## config.mk

```make
export PLATFORM = sky130hd
export DESIGN_NAME = deinterleaver_wifi
export DESIGN_NICKNAME = d
export VERILOG_FILES = /design/src/rtl/wifi_phy_pkg.sv /design/src/rtl/deint_addr_gen_wifi.sv /design/src/rtl/deinterleaver_wifi.sv
export SDC_FILE = /design/constraint.sdc
export NUM_CORES = 1
export LEC_CHECK = 0
export ABC_CLOCK_PERIOD_IN_PS = 3700
export CORE_ASPECT_RATIO = 1.25
export CORE_MARGIN = 2
export CORE_UTILIZATION = 55
export CTS_CLUSTER_SIZE = 10
export DETAILED_ROUTE_END_ITERATION = 7
export DONT_BUFFER_PORTS = 1
export HOLD_SLACK_MARGIN = 0.08
export PLACE_DENSITY = 0.82
export SETUP_SLACK_MARGIN = 0.2
export SYNTH_ARGS = -nofsm -noshare
export SYNTH_HDL_FRONTEND = slang
export SYNTH_SLANG_ARGS = --single-unit
```

## constraint.sdc

```tcl
create_clock -name clk -period 3.7 [get_ports clk]
set_input_delay 0.555 -clock clk [delete_from_list [all_inputs] [get_ports clk]]
set_output_delay 0.555 -clock clk [all_outputs]
set_load 0.02 [all_outputs]
```

## src/rtl/wifi_phy_pkg.sv

```systemverilog
// Shared WIFI PHY constants: per-constellation block sizes and the interleaver
// permutation step s, used by both the transmit interleaver and the deinterleaver.
package wifi_phy_pkg;

  localparam int COLS = 16;

  // Coded bits per OFDM symbol for a given constellation size.
  function automatic int ncbps_of(input int demapper);
    case (demapper)
      4:       return 96;
      16:      return 192;
      default: return 48;
    endcase
  endfunction

  // Coded bits per subcarrier for a given constellation size.
  function automatic int nbpsc_of(input int demapper);
    case (demapper)
      4:       return 2;
      16:      return 4;
      default: return 1;
    endcase
  endfunction

  // s = max(NBPSC/2, 1)
  function automatic int s_of(input int nbpsc);
    return (nbpsc / 2 > 1) ? nbpsc / 2 : 1;
  endfunction

endpackage

```

## src/rtl/deint_addr_gen_wifi.sv

```systemverilog
// Read-index generator for the deinterleaver: walks k in column-major order
// with nested col/row counters and maps it to the write-order index j.
module deint_addr_gen_wifi
  import wifi_phy_pkg::*;
#(
  parameter  int NCBPS = 48,
  parameter  int S     = 1,
  localparam int AW    = $clog2(NCBPS)
) (
  input  logic          clk,
  input  logic          reset,
  input  logic          en,
  output logic [AW-1:0] addr,
  output logic          last
);

  localparam int ROWS = NCBPS / COLS;
  localparam int RW   = $clog2(ROWS);

  logic [3:0]    col;
  logic [RW-1:0] row;
  logic [AW-1:0] idx;

  assign last = (col == 4'd15) && (row == RW'(ROWS - 1));

  // NOTE: sequential state uses non-blocking assignments so every register
  // samples pre-edge values regardless of statement order.
  always_ff @(posedge clk) begin
    if (reset) begin
      col <= '0;
      row <= '0;
    end else if (en) begin
      if (col == 4'd15) begin
        col <= '0;
        row <= last ? '0 : row + RW'(1);
      end else begin
        col <= col + 4'd1;
      end
    end
  end

  assign idx = AW'(ROWS) * AW'(col) + AW'(row);

  // For 16-QAM the pairs of bits within a subcarrier swap on odd columns.
  generate
    if (S == 2) begin : g_rot
      assign addr = {idx[AW-1:1], idx[0] ^ col[0]};
    end else begin : g_direct
      assign addr = idx;
    end
  endgenerate

endmodule

```

## src/rtl/deinterleaver_wifi.sv

```systemverilog
// 802.11a/g block deinterleaver with ping-pong banks.
// Optional macro WIFI_DEINT_LAST_EN adds a last_out marker on the final bit.
module deinterleaver_wifi
  import wifi_phy_pkg::*;
#(
  parameter int DEMAPPER = 2
) (
  input  logic clk,
  input  logic reset,
  input  logic valid_in,
  input  logic data_in,
  output logic valid_out,
`ifdef WIFI_DEINT_LAST_EN
  output logic data_out,
  output logic last_out
`else
  output logic data_out
`endif
);

  localparam int NCBPS = ncbps_of(DEMAPPER);
  localparam int NBPSC = nbpsc_of(DEMAPPER);
  localparam int S     = s_of(NBPSC);
  localparam int AW    = $clog2(NCBPS);

  logic [NCBPS-1:0] bank0, bank1;
  logic [AW-1:0]    wr_idx, rd_addr;
  logic             wr_bank, rd_bank, rd_active, rd_last, rd_bit;
  logic             wr_done, rd_done;
  logic [1:0]       full, full_next;

  assign wr_done = valid_in && (wr_idx == AW'(NCBPS - 1));
  assign rd_done = rd_active && rd_last;

  always_ff @(posedge clk) begin
    if (reset) begin
      wr_idx  <= '0;
      wr_bank <= 1'b0;
    end else if (valid_in) begin
      wr_idx  <= wr_done ? '0 : wr_idx + AW'(1);
      wr_bank <= wr_done ? ~wr_bank : wr_bank;
    end
  end

  // NOTE: bank storage is deliberately not reset; the full flags alone decide
  // whether its contents are ever read.
  always_ff @(posedge clk) begin
    if (valid_in) begin
      if (wr_bank) bank1[wr_idx] <= data_in;
      else         bank0[wr_idx] <= data_in;
    end
  end

  // NOTE: combinational outputs get a default first so no path infers a latch.
  always_comb begin
    full_next = full;
    if (rd_done) full_next[rd_bank] = 1'b0;
    if (wr_done) full_next[wr_bank] = 1'b1;
  end

  // A bank completing on the same edge the other finishes reading is picked
  // up immediately through full_next, keeping streaming output gap-free.
  always_ff @(posedge clk) begin
    if (reset) begin
      full      <= '0;
      rd_bank   <= 1'b0;
      rd_active <= 1'b0;
    end else begin
      full <= full_next;
      if (!rd_active) begin
        rd_active <= full[rd_bank];
      end else if (rd_done) begin
        rd_bank   <= ~rd_bank;
        rd_active <= full_next[~rd_bank];
      end
    end
  end

  deint_addr_gen_wifi #(
    .NCBPS (NCBPS),
    .S     (S)
  ) u_addr_gen (
    .clk   (clk),
    .reset (reset),
    .en    (rd_active),
    .addr  (rd_addr),
    .last  (rd_last)
  );

  assign rd_bit = rd_bank ? bank1[rd_addr] : bank0[rd_addr];

  always_ff @(posedge clk) begin
    if (reset) begin
      valid_out <= 1'b0;
      data_out  <= 1'b0;
    end else begin
      valid_out <= rd_active;
      data_out  <= rd_active & rd_bit;
    end
  end

`ifdef WIFI_DEINT_LAST_EN
  always_ff @(posedge clk) begin
    if (reset) last_out <= 1'b0;
    else       last_out <= rd_done;
  end
`endif

endmodule

```

# == After elaboration in Yosys (flattened, before gate mapping) ==
# Cells that the tools add are included.
# totals
ff_bits,115
latchBits,0
ram_bits,0
romBits,0
input_bits,4
out_inout_bits,2
elab_cells,68
n_memories,0
# op_classes
addsub,4
n_mul,1
div,0
magnitude_cmp,8
n_eq_ne,3
shifts,0
mux,24
bitwise,6
reduce_logical,11
# op_table
op,count
48-bit bitwise mux,2
"6-bit by 7-bit < comparator with 1-bit output, second input constant",2
1-bit binary-select mux with 6-bit select,2
1-bit 2-to-1 mux,12
2-bit AND reduction,5
"6-bit by 1-bit adder with 6-bit output, second input constant",1
6-bit by 2-bit adder with 6-bit output,1
1-bit demux with 6-bit select,1
"6-bit equality test, second input constant",1
"6-bit by 1-bit >= comparator with 1-bit output, second input constant",1
1-bit logical AND,6
"1-bit by 2-bit < comparator with 1-bit output, second input constant",3
"2-bit by 4-bit multiplier with 6-bit output, first input constant",1
2-bit 2-to-1 mux,3
6-bit 2-to-1 mux,1
"4-bit by 1-bit adder with 4-bit output, second input constant",1
"4-bit equality test, second input constant",1
4-bit 2-to-1 mux,1
"2-bit by 1-bit adder with 2-bit output, second input constant",1
2-bit AND,1
1-bit demux with 1-bit select,2
"2-bit equality test, second input constant",1
"1-bit >= comparator, second input constant",2
1-bit NOT,2
other kinds (3),3

# == Depth between registers and ports, before layout ==
# depth
ltp_word,13
mapped_depth,12
depth_no_buf,11

# == Hierarchy ==
# A second synthesis with hierarchy kept.
# hier_totals
hier_cells,407
hier_area_um2,5312.6
# modules_own_cells
module,n_inst,cells_per_inst,area_per_inst_um2,seq_area_each_um2
deinterleaver_wifi,1,352,4825.9,3143.0
deint_addr_gen_wifi,1,55,486.7,120.1

# == Least setup slack after synthesis ==
# OpenSTA, ideal clock, no wires.
# synth_timing
path_kind,reg2reg
from,reg u_addr_gen.col[0]
to,reg data_out
setup_time_ns,0.116
t_arrival_ns,3.118
t_required_ns,3.584
path_slack_ns,0.466
stages_incl_launch_ff,13
n_path_buf,1
synth_period_minus_slack_ns,3.234
cell_sequence,dfxtp_1 > inv_1 > fa_1 > inv_1 > ha_1 > inv_1 > fa_1 > clkbuf_1 > mux4_2 > o2111a_1 > a21oi_1 > o211ai_1 > a41o_1
# synth_between
elab_chain_len,6
elab_cells_between_ends,8
cone_classes,add/sub: 1; mul: 1; mux: 5; bitwise: 1
# synth_lines
item,line,text
"start, declared",deint_addr_gen_wifi.sv:20,logic [3:0] col;
"start signal, assigned",deint_addr_gen_wifi.sv:37,col <= col + 4'd1;
2-bit by 4-bit multiplier with 6-bit output *,deint_addr_gen_wifi.sv:42,assign idx = AW'(ROWS) * AW'(col) + AW'(row);
6-bit by 2-bit adder with 6-bit output *,deint_addr_gen_wifi.sv:42,
1-bit binary-select mux with 6-bit select,deinterleaver_wifi.sv:90,assign rd_bit = rd_bank ? bank1[rd_addr] : bank0[rd_addr];
1-bit 2-to-1 mux (implied by the code),deinterleaver_wifi.sv:90,
1-bit 2-to-1 mux *,deinterleaver_wifi.sv:90,
1-bit AND *,deinterleaver_wifi.sv:98,data_out <= rd_active & rd_bit;
"end signal, assigned",deinterleaver_wifi.sv:98,
"end, declared",deinterleaver_wifi.sv:17,output logic data_out
# Mark *: on every way between the ends. The rest lies on a longest branch, timed or not. The select of a mux whose other input is x is not followed.
# A chain may end at the register's enable or synchronous reset.

# == Worst setup path in the final report ==
# Same ends and word-level chain as after synthesis.

==> impl_metrics.sql <==
INSERT INTO impl_metrics (metric_group, metric, value, unit) VALUES
('setup_path', 'reg2regPathDepth', '12', ''),
('synth', 'synth_cells', '409', ''),
('synth', 'synth-async-reset-ratio', '0', '%'),
('synth', 'synthesis.yosys.warnings', '0', ''),
('grt', 'antenna_found_initial', '0', ''),
('power_and_ir_drop', 'power_density', '507', 'nW/µm²'),
('cells_and_area', 'finish.instance_area', '5890', 'µm²'),
('setup_path', 'cp_common_cell', 'inv_1', ''),
('clock_tree', 'tritoncts.num_buffers', '17', ''),
('floorplanning', 'fp.dieH', '113', 'µm'),
('clock_tree', 'clock_tree_from_tritoncts', 'yes', ''),
('placed_design', 'hpwlAfterDp', '6590', 'µm'),
('worst_hold_path', 'holdPathStages', '1', ''),
('clock_tree', 'worst_setup_hold_path_clk_slew', '0.05', 'ns'),
('setup_path', 'worst_r2r_startpoint', 'u_addr_gen.col[0]$_SDFFE_PP0P_', ''),
('synth', 'dominantRegCellSynth', 'edfxtp_1', ''),
('placed_design', 'routabilityCongestion', '0.828', ''),
('floorplanning', 'effective_utilization_at_floorplan', '57.0', '%'),
('setup_path', 'setup_slack_on_the_worst_flop_to_flop_path', '0.34', 'ns'),
('detailed_routing', 'detail_route.wl_per_cell', '20.0', 'µm'),
('sta', 'post-route-period-util', '90.9', '%'),
('clock_tree', 'post_cts.repair.setup_buffers', '0', ''),
('setup_path', 'critical_path.slowest_cell', 'fa_2', ''),
('sta', 'unrepaired_setup_endpoints_after_global_routing', 'false', ''),
('clock_tree', 'insertion_delay', '0.41', 'ns'),
('synth', 'synth.avg_cell_area', '12.9', 'µm²'),
('grt', 'grt_start_max_net_pins', '97', ''),
('power_and_ir_drop', 'max-vdd-ir-drop', '354', 'µV'),
('synth', 'library_cells_used_by_synthesis', '42', ''),
('worst_hold_path', 'min_path_type', 'input port to flop', ''),
('grt', 'grt_overflow_total', '0', ''),
('outcome', 'run_status', 'completed', ''),
('floorplanning', 'die_w', '91.4', 'µm'),
('clock_tree', 'ctsRootBufferMaster', 'clkbuf_16', ''),
('synth', 'synth.top_cells.by_area', 'edfxtp_1, mux4_2, nor2_1', ''),
('detailed_routing', 'vias_per_cell', '5.92', ''),
('cells_and_area', 'register_area', '3260', 'µm²'),
('sta', 'finalHoldWorstSlack', '0.209', 'ns'),
('cells_and_area', 'final_cell_count_no_fill', '541', ''),
('cells_and_area', 'n_antenna_cell', '0', ''),
('sta', 'skew', '0.0100', 'ns'),
('setup_path', 'worst_ep_arrival_time', '3.66', 'ns'),
('power_and_ir_drop', 'leakage', '1.92', 'nW'),
('cells_and_area', 'drive_gt1_share', '15.1', '%'),
('worst_hold_path', 'holdPathEnd', 'u_addr_gen.col[3]$_SDFFE_PP0P_', ''),
('setup_path', 'data_required_time_at_the_worst_endpoint', '4.00', 'ns'),
('synth', 'netlist.top_cell.by_area', 'edfxtp_1', ''),
('grt', 'gr-usage-all-layers', '22.5', '%'),
('clock_tree', 'cts-hold-fix-buffers', '0', ''),
('run', 'drv.max_cap_violation_count', '0', ''),
('grt', 'grt_pass1_wl', '16900', 'µm'),
('detailed_routing', 'route.vias.total', '3204', ''),
('cells_and_area', 'area_growth', '12.1', '%'),
('floorplanning', 'io-pin-count', '6', ''),
('detailed_routing', 'first_pass_iters', '5', ''),
('cells_and_area', 'fillerInstances', '635', ''),
('setup_path', 'worstSetupPathType', 'flop to flop', ''),
('detailed_routing', 'drt_iter0_drc', '310', ''),
('grt', 'first_global_vias', '3238', ''),
('clock_tree', 'cts.htree.levels', '4', ''),
('synth', 'yosysTopAreaCellShare', '54.8', '%'),
('setup_path', 'r2r_end', 'data_out$_SDFF_PP0_', ''),
('placed_design', 'io_buffers', '0', ''),
('setup_path', 'worst-path-buf-inv', '4', ''),
('clock_tree', 'clock_sinks', '115', ''),
('sta', 'timing_worst_slew_pin_value', '0.726', 'ns'),
('sta', 'slew_headroom', '51.4', '%'),
('synth', 'mappedNetlistNets', '424', ''),
('setup_path', 'cp_cell_sequence', 'inv_1 > fa_1 > inv_1 > ha_2 > inv_1 > fa_2 > buf_4 > mux4_2 > nor2_1 > a211oi_1 > a2111o_1 > a41o_1', ''),
('sta', 'finalHoldViolCount', '0', ''),
('clock_tree', 'cts_max_path_buffers', '2', '');
-- registers in the layout (all words and copies together) (netlist names) --
name            flops
wr_idx              6
valid_out           1
data_out            1
rd_active           1
bank0              48
u_addr_gen.col      4
full                2
u_addr_gen.row      2
wr_bank             1
bank1              48
rd_bank             1
-- where the power goes --
group          internal (mW)  switching [mW]
Combinational        0.00832          0.0250
Sequential              1.41         0.00570
Clock                  0.999           0.546
Total                   2.41           0.577
-- worst max-delay path by stage --
stage	from	end	slack (ns)	depth (start not counted)
floorplan	u_addr_gen.col[0]$_SDFFE_PP0P_	data_out$_SDFF_PP0_	0.47	12
global placement	u_addr_gen.col[0]$_SDFFE_PP0P_	data_out$_SDFF_PP0_	0.30	10
detailed placement	u_addr_gen.col[0]$_SDFFE_PP0P_	data_out$_SDFF_PP0_	0.26	10
CTS	u_addr_gen.col[0]$_SDFFE_PP0P_	data_out$_SDFF_PP0_	0.23	12
global route	u_addr_gen.col[0]$_SDFFE_PP0P_	data_out$_SDFF_PP0_	0.22	12
finish	u_addr_gen.col[0]$_SDFFE_PP0P_	data_out$_SDFF_PP0_	0.34	12
-- cell usage in the layout, fill, tap and decap left out, drive strengths merged, types with 3 or more instances in the layout --
| cell | instances |
|---|---|
| nor3 | 5 |
| nand2 | 18 |
| or3 | 4 |
| edfxtp | 96 |
| a21oi | 12 |
| buf | 5 |
| clkinv | 7 |
| ha | 9 |
| nand3b | 4 |
| nor2 | 116 |
| nand4 | 4 |
| mux4 | 25 |
| o21ai | 3 |
| clkbuf | 21 |
| xor2 | 4 |
| inv | 12 |
| nand3 | 7 |
| xnor2 | 4 |
| dfxtp | 19 |
| mux2i | 12 |
| nor2b | 4 |
-- per-layer routing --
metal | routed length (µm) | track usage, % | part of all wire, %
met4 | 288 | 9.60 | 2.7
met5 | 0 | 0 | 0
met1 | 4040 | 24.1 | 37
met3 | 412 | 6.79 | 3.8
met2 | 6060 | 40.9 | 56
-- repair_timing --
item	in CTS	in global routing
pin swaps	0	0
endpoints found under the setup margin	1	1
resized for setup	1	1
-- kinds of logic after synthesis --
logic type / Yosys count / synth area share (%)
buffers and inverters: 40 / 3.19
flip-flops: 115 / 62.1
XOR/XNOR: 8 / 1.33
multiplexers: 37 / 13.0
adder cells (fa/ha/maj): 11 / 2.90
AND/OR/NAND/NOR: 170 / 13.9
AO/OA/AOI/OAI: 28 / 3.59
-- layout make-up --
cell class	count	area share (%)
clock inverters	11	1.93
clock buffers	21	7.64
well taps	123	2.61
flip-flops and latches	115	55.4
repair buffers	5	0.637
multi-input cells	254	31.1
inverters	12	0.764
-- metrics by stage --
| step | setup WS (ns) | util [%] | power [mW] |
|---|---|---|---|
| floorplan | 0.466 | - | 1.47 |
| global placement | 0.298 | 57.7 | 1.47 |
| detailed placement | 0.261 | 57.7 | 1.47 |
| CTS | 0.234 | 63.9 | 3.01 |
| global route | 0.222 | 63.9 | 3.07 |
| finish | 0.338 | 63.9 | 2.99 |
-- worst register-to-register path, cell delays in order, from the launching register on --
cell and delay, ns:
dfxtp_1 0.44, inv_1 0.09, fa_1 0.45, inv_1 0.07, ha_2 0.18, inv_1 0.06, fa_2 0.70, buf_4 0.23
mux4_2 0.29, nor2_1 0.10, a211oi_1 0.06, a2111o_1 0.37, a41o_1 0.21
(Power assumes the default switching activity.)
